==> config.mk <==
export PLATFORM = sky130hd
export DESIGN_NAME = mem_read_arbiter_flat
export DESIGN_NICKNAME = d
export VERILOG_FILES = /design/src/rtl/mem_read_arbiter_pkg.sv /design/src/rtl/mem_read_arbiter_if.sv /design/src/rtl/mem_read_arbiter_rr_pick2.sv /design/src/rtl/mem_read_arbiter.sv /design/src/flat_wrapper.sv
export SDC_FILE = /design/constraint.sdc
export NUM_CORES = 1
export LEC_CHECK = 0
export BUFFER_PORTS_ARGS = -buffer_cell sky130_fd_sc_hd__buf_2
export CAP_MARGIN = 20
export CORE_AREA = 2 2 77 79
export DETAILED_ROUTE_END_ITERATION = 6
export DIE_AREA = 0 0 79 81
export PLACE_DENSITY = 0.69
export SETUP_SLACK_MARGIN = 0.5
export SYNTH_ARGS = -nofsm -noshare
export SYNTH_HDL_FRONTEND = slang
export SYNTH_SLANG_ARGS = --single-unit
==> constraint.sdc <==
create_clock -name clk -period 3.25 [get_ports clk]
set_input_delay 0.4875 -clock clk [delete_from_list [all_inputs] [get_ports clk]]
set_output_delay 0.4875 -clock clk [all_outputs]
set_load 0.02 [all_outputs]
==> src/rtl/mem_read_arbiter_pkg.sv <==
// Shared constants for the two-port Memory read arbiter: port identifiers,
// Memory read latency and arbitration mode selectors.
package mem_read_arbiter_pkg;

  localparam logic PORT_CPU = 1'b0;
  localparam logic PORT_DBG = 1'b1;

  localparam int MEM_RD_LATENCY = 1;

  localparam int ARB_RR    = 0;
  localparam int ARB_FIXED = 1;

endpackage : mem_read_arbiter_pkg

==> src/rtl/mem_read_arbiter_if.sv <==
// Bundle of requester handshakes and the Memory read port seen by the arbiter.
// The slave modport is the arbiter's view; master is the surrounding logic.
interface mem_read_arbiter_if #(
  parameter int ADDR_W = 32
);

  logic              req0;
  logic [ADDR_W-1:0] addr0;
  logic [31:0]       rdata0;
  logic              rvalid0;

  logic              req1;
  logic [ADDR_W-1:0] addr1;
  logic [31:0]       rdata1;
  logic              rvalid1;

  logic [ADDR_W-1:0] mem_addr;
  logic              mem_rstrb;
  logic [31:0]       mem_rdata;

  logic              busy;

  modport slave (
    input  req0, addr0, req1, addr1, mem_rdata,
    output rdata0, rvalid0, rdata1, rvalid1, mem_addr, mem_rstrb, busy
  );

  modport master (
    output req0, addr0, req1, addr1, mem_rdata,
    input  rdata0, rvalid0, rdata1, rvalid1, mem_addr, mem_rstrb, busy
  );

endinterface : mem_read_arbiter_if

==> src/rtl/mem_read_arbiter_rr_pick2.sv <==
// Combinational 2-way grant: a lone eligible port wins; on contention the
// port other than last wins (round-robin) or port 0 wins (fixed priority).
module rr_pick2
  import mem_read_arbiter_pkg::*;
#(
  parameter int FIXED_PRIO = ARB_RR
) (
  input  logic [1:0] eligible_i,
  input  logic       last_i,
  output logic       gnt_valid_o,
  output logic       gnt_idx_o
);

  // NOTE: every output gets a default at the top of always_comb so no path
  // leaves it unassigned; otherwise synthesis infers a latch.
  always_comb begin
    gnt_valid_o = |eligible_i;
    gnt_idx_o   = eligible_i[PORT_DBG] ? PORT_DBG : PORT_CPU;
    if (&eligible_i) begin
      gnt_idx_o = (FIXED_PRIO == ARB_FIXED) ? PORT_CPU : ~last_i;
    end
  end

endmodule : rr_pick2

==> src/rtl/mem_read_arbiter.sv <==
// Shares the single 1-cycle-latency Memory read port between the CPU (port 0)
// and debug/loader (port 1) requesters, steering each returned word back.
module mem_read_arbiter
  import mem_read_arbiter_pkg::*;
#(
  parameter int ADDR_W     = 32,
  parameter int FIXED_PRIO = ARB_RR
) (
  input logic               clk,
  input logic               reset,
  mem_read_arbiter_if.slave bus
);

  logic inflight_q, inflight_d;
  logic tag_q, tag_d;
  logic last_q, last_d;

  logic [1:0]        eligible;
  logic              gnt_valid;
  logic              gnt_idx;
  logic [ADDR_W-1:0] mem_addr;
  logic              rvalid0;
  logic              rvalid1;

  // A port whose own read is in flight sits out, which also blocks a
  // re-issue during its rvalid cycle. Reset masks everything combinationally
  // so no strobe or response escapes while it is asserted.
  always_comb begin
    eligible[PORT_CPU] = bus.req0 && !(inflight_q && (tag_q == PORT_CPU)) && !reset;
    eligible[PORT_DBG] = bus.req1 && !(inflight_q && (tag_q == PORT_DBG)) && !reset;
  end

  rr_pick2 #(
    .FIXED_PRIO (FIXED_PRIO)
  ) u_pick (
    .eligible_i  (eligible),
    .last_i      (last_q),
    .gnt_valid_o (gnt_valid),
    .gnt_idx_o   (gnt_idx)
  );

  assign mem_addr      = (gnt_valid && (gnt_idx == PORT_DBG)) ? bus.addr1 : bus.addr0;
  assign bus.mem_addr  = mem_addr;
  assign bus.mem_rstrb = gnt_valid;

  always_comb begin
    inflight_d = gnt_valid;
    tag_d      = tag_q;
    last_d     = last_q;
    if (gnt_valid) begin
      tag_d  = gnt_idx;
      last_d = gnt_idx;
    end
  end

  // NOTE: state registers use non-blocking assignments so every flop samples
  // the pre-edge values regardless of block ordering.
  always_ff @(posedge clk) begin
    if (reset) begin
      inflight_q <= 1'b0;
      tag_q      <= PORT_CPU;
      last_q     <= PORT_DBG;
    end else begin
      inflight_q <= inflight_d;
      tag_q      <= tag_d;
      last_q     <= last_d;
    end
  end

  // Memory data arrives MEM_RD_LATENCY cycle after the strobe, so the
  // registered tag alone decides which port sees it.
  assign rvalid0 = inflight_q && (tag_q == PORT_CPU) && !reset;
  assign rvalid1 = inflight_q && (tag_q == PORT_DBG) && !reset;

  assign bus.rvalid0 = rvalid0;
  assign bus.rvalid1 = rvalid1;
  assign bus.rdata0  = rvalid0 ? bus.mem_rdata : 32'h0;
  assign bus.rdata1  = rvalid1 ? bus.mem_rdata : 32'h0;
  assign bus.busy    = inflight_q && !reset;

endmodule : mem_read_arbiter

==> src/flat_wrapper.sv <==
// flat-port wrapper written by rule: the top's interface ports become plain ports
module mem_read_arbiter_flat import mem_read_arbiter_pkg::*;
#(
  parameter int ADDR_W     = 32,
  parameter int FIXED_PRIO = ARB_RR
)
  (clk, reset, bus_req0, bus_addr0, bus_req1, bus_addr1, bus_mem_rdata, bus_rdata0, bus_rvalid0, bus_rdata1, bus_rvalid1, bus_mem_addr, bus_mem_rstrb, bus_busy);
  mem_read_arbiter_if #(.ADDR_W(ADDR_W)) bus_i ();
  input logic clk;
  input logic reset;
  input wire logic [$bits(bus_i.req0)-1:0] bus_req0;
  input wire logic [$bits(bus_i.addr0)-1:0] bus_addr0;
  input wire logic [$bits(bus_i.req1)-1:0] bus_req1;
  input wire logic [$bits(bus_i.addr1)-1:0] bus_addr1;
  input wire logic [$bits(bus_i.mem_rdata)-1:0] bus_mem_rdata;
  output wire logic [$bits(bus_i.rdata0)-1:0] bus_rdata0;
  output wire logic [$bits(bus_i.rvalid0)-1:0] bus_rvalid0;
  output wire logic [$bits(bus_i.rdata1)-1:0] bus_rdata1;
  output wire logic [$bits(bus_i.rvalid1)-1:0] bus_rvalid1;
  output wire logic [$bits(bus_i.mem_addr)-1:0] bus_mem_addr;
  output wire logic [$bits(bus_i.mem_rstrb)-1:0] bus_mem_rstrb;
  output wire logic [$bits(bus_i.busy)-1:0] bus_busy;
  assign bus_i.req0 = bus_req0;
  assign bus_i.addr0 = bus_addr0;
  assign bus_i.req1 = bus_req1;
  assign bus_i.addr1 = bus_addr1;
  assign bus_i.mem_rdata = bus_mem_rdata;
  assign bus_rdata0 = bus_i.rdata0;
  assign bus_rvalid0 = bus_i.rvalid0;
  assign bus_rdata1 = bus_i.rdata1;
  assign bus_rvalid1 = bus_i.rvalid1;
  assign bus_mem_addr = bus_i.mem_addr;
  assign bus_mem_rstrb = bus_i.mem_rstrb;
  assign bus_busy = bus_i.busy;
  mem_read_arbiter #(.ADDR_W(ADDR_W), .FIXED_PRIO(FIXED_PRIO)) u_core (.clk(clk), .reset(reset), .bus(bus_i));
endmodule
==> qor.csv <==
stage,metric,value,unit
floorplan,ios,200,
global_route,grt_antenna_before_repair,0,
synthesis,syn_nets,225,
synthesis,yosys.area_share.adder,0,%
layout,syn2layout_area_growth,94.4,%
critical_path,critPathRequiredTime,2760,ps
clock_tree,cts_tree,yes,
critical_path,cp-start-kind,flop,
layout,final_cell_mix,"buf_2, and2_1, mux2_4",
synthesis,synth-seq-cells,3,
floorplan,die_x,79,um
sta,slew_violations,0,
clock_tree,clockRootBuffer,clkbuf_8,
drt,first_pass_iters,4,
layout,drive_above_1_share,74.4,%
critical_path,path_class,flop to primary output,
sta,finClkSkew,4.19,ps
clock_tree,cts.sink_count,3,
sta,worst_slack,839,ps
global_route,grt_pass1_wl,6.18,mm
hold_path,hold_class,input pin to flop,
drt,wl,4.33,mm
drt,drtIter0Drc,38,
global_route,overflow,0,
pwr,ir_worst_vdd,0.254,mV
status,status,completed,
place,placed_cell_area,0.00216,mm2
floorplan,coreArea,0.00568,mm2
drt,drc,0,
synthesis,ys_warn_count,0,
sta,fmax,415,MHz
drt,antenna_left,0,
clock_tree,cts_buffer_depth,2,
synthesis,synth.avg_cell_area,9.06,um2
synthesis,ys_types,21,
pwr,p_leak,0.00141,uW
clock_tree,cts.htree.levels,1,
hold_path,hold_end,u_core.inflight_q,
place,dpl.hpwl,3.74,mm
synthesis,netlist_area,0.00113,mm2
synthesis,synth_seq_area_share,5.30,%
critical_path,crit_path_end_kind,primary output,
layout,layout_commonest_cell,buf_2,
clock_tree,clkTransAtPathRegs,30,ps
hold_path,min-delay-start,reset,
critical_path,timing.rr.end,u_core.tag_q,
global_route,grt_max_degree,34,
sta,worstMarginPinSlew,752,ps
layout,final_net_count,421,
layout,finalInstanceArea,0.00220,mm2
place,dp_slack,881,ps
sta,min_period,2410,ps
synthesis,yosys.area_share.simple,40.3,%
job,max_cap_violations,0,
synthesis,netlist_instances,125,
drt,via_per_inst,4.15,
clock_tree,clk_latency,220,ps
clock_tree,post_cts_buffers,0,
sta,grt_setup_unrepaired,false,
sta,min_period_over_period,74.2,%
floorplan,initial_core_util,20.0,%
critical_path,rr_worst_depth,3,
drt,drt-wirelength-per-cell,11.0,um
place,gp_congestion,0.785,
hold_path,hold_path_depth,2,
place,io_buffers,199,
drt,vias,1640,
floorplan,dieArea,0.00640,mm2
clock_tree,cts_made_buffers,3,
global_route,first_global_vias,1395,
floorplan,die_y,81,um
synthesis,synth_top_family_by_area,multiplexers,
sta,relSlewSlack,49.8,%
global_route,track_usage,11.9,%
clock_tree,cts.repair.resized,0,
sta,finalHoldViolCount,0,
sta,finalSetupViolCount,0,
clock_tree,cts_hold_buf,0,
layout,finish.utilization,38.8,%
critical_path,cp.arrival,1920,ps
synthesis,synth_mux_area_share,42.3,%
pwr,power_density,205,mW/mm2
sta,tns,0,ps
critical_path,critPathMaxFanout,27,
floorplan,rows,28,
synthesis,synth_xor_area_share,0,%
synthesis,synth_compound_area_share,3.31,%
critical_path,ff2ff_setup_slack,2110,ps
layout,num_antenna_cells,0,
critical_path,regToRegStartpoint,u_core.inflight_q,
-- sequential cells by signal, indices dropped and copies added, names as in the netlist --
signal             cells
u_core.inflight_q      1
u_core.tag_q           1
u_core.last_q          1
-- Yosys cell counts, drive strengths merged --
cell	instances	area share, %
clkbuf	5	1.7
inv	1	0.33
or2b	1	0.66
mux2	32	41
a211oi	2	1.3
dfxtp	3	5.3
and4b	1	0.88
a21o	1	0.66
a21oi	1	0.44
nand3b	1	0.66
nor2	3	0.99
and2b	1	0.66
a311o	1	0.88
and2	64	35
buf	5	6.7
nor2b	1	0.77
nand2	1	0.33
mux2i	1	0.88
-- stage by stage --
step	hold slack (ps)	std cells	power, uW
CTS	532	395	457
global route	546	395	482
detailed placement	537	391	345
global placement	526	391	340
floorplan	474	125	232
finish	534	395	452
-- critical path: stages (launching register included) --
cell and delay, ps:
dfxtp_1 380, nand3b_1 140, and4b_2 400, buf_12 250
mux2_2 350, buf_2 160
-- worst max-delay path by stage --
stage                      startpoint               to  slack, ps  cells after the start
detailed placement           bus_req0  bus_mem_addr[1]        880                      6
finish              u_core.inflight_q  bus_mem_addr[0]        840                      5
global route        u_core.inflight_q  bus_mem_addr[0]        740                      5
CTS                 u_core.inflight_q  bus_mem_addr[0]        830                      5
global placement                reset  bus_mem_addr[0]        920                      5
floorplan                       reset   bus_rdata0[22]       1360                      4
-- cell families after synthesis --
family / Yosys count
and+or+nand+nor: 73
muxes: 33
buffers and inverters: 11
AOI/OAI and AO/OA: 5
DFF: 3
-- report_power, final --
group	total (uW)	leakage [uW]	internal [uW]	switching, uW
combinational	298	0.00136	148	150
clock	110	0.0000228	83.8	25.8
sequential	43.9	0.0000250	40.5	3.37
total	452	0.00141	273	179
-- metal layers --
| layer | part of all wire, % | track usage [%] | vias to the layer above |
|---|---|---|---|
| met4 | 0.83 | 3.28 | 0 |
| li1 | - | - | 804 |
| met1 | 34 | 12.3 | 725 |
| met2 | 53 | 23.8 | 107 |
| met5 | 0 | 0 | - |
| met3 | 12 | 2.67 | 4 |
-- cell type report --
class | instances | area [um2]
inverters | 1 | 3.75
fillers | 608 | 3470
well taps | 75 | 93.8
flip-flops and latches | 3 | 60.1
clock buffers | 4 | 45.0
repair buffers | 201 | 1020
multi-input cells | 111 | 975
Power figures use the tool's default switching activity.
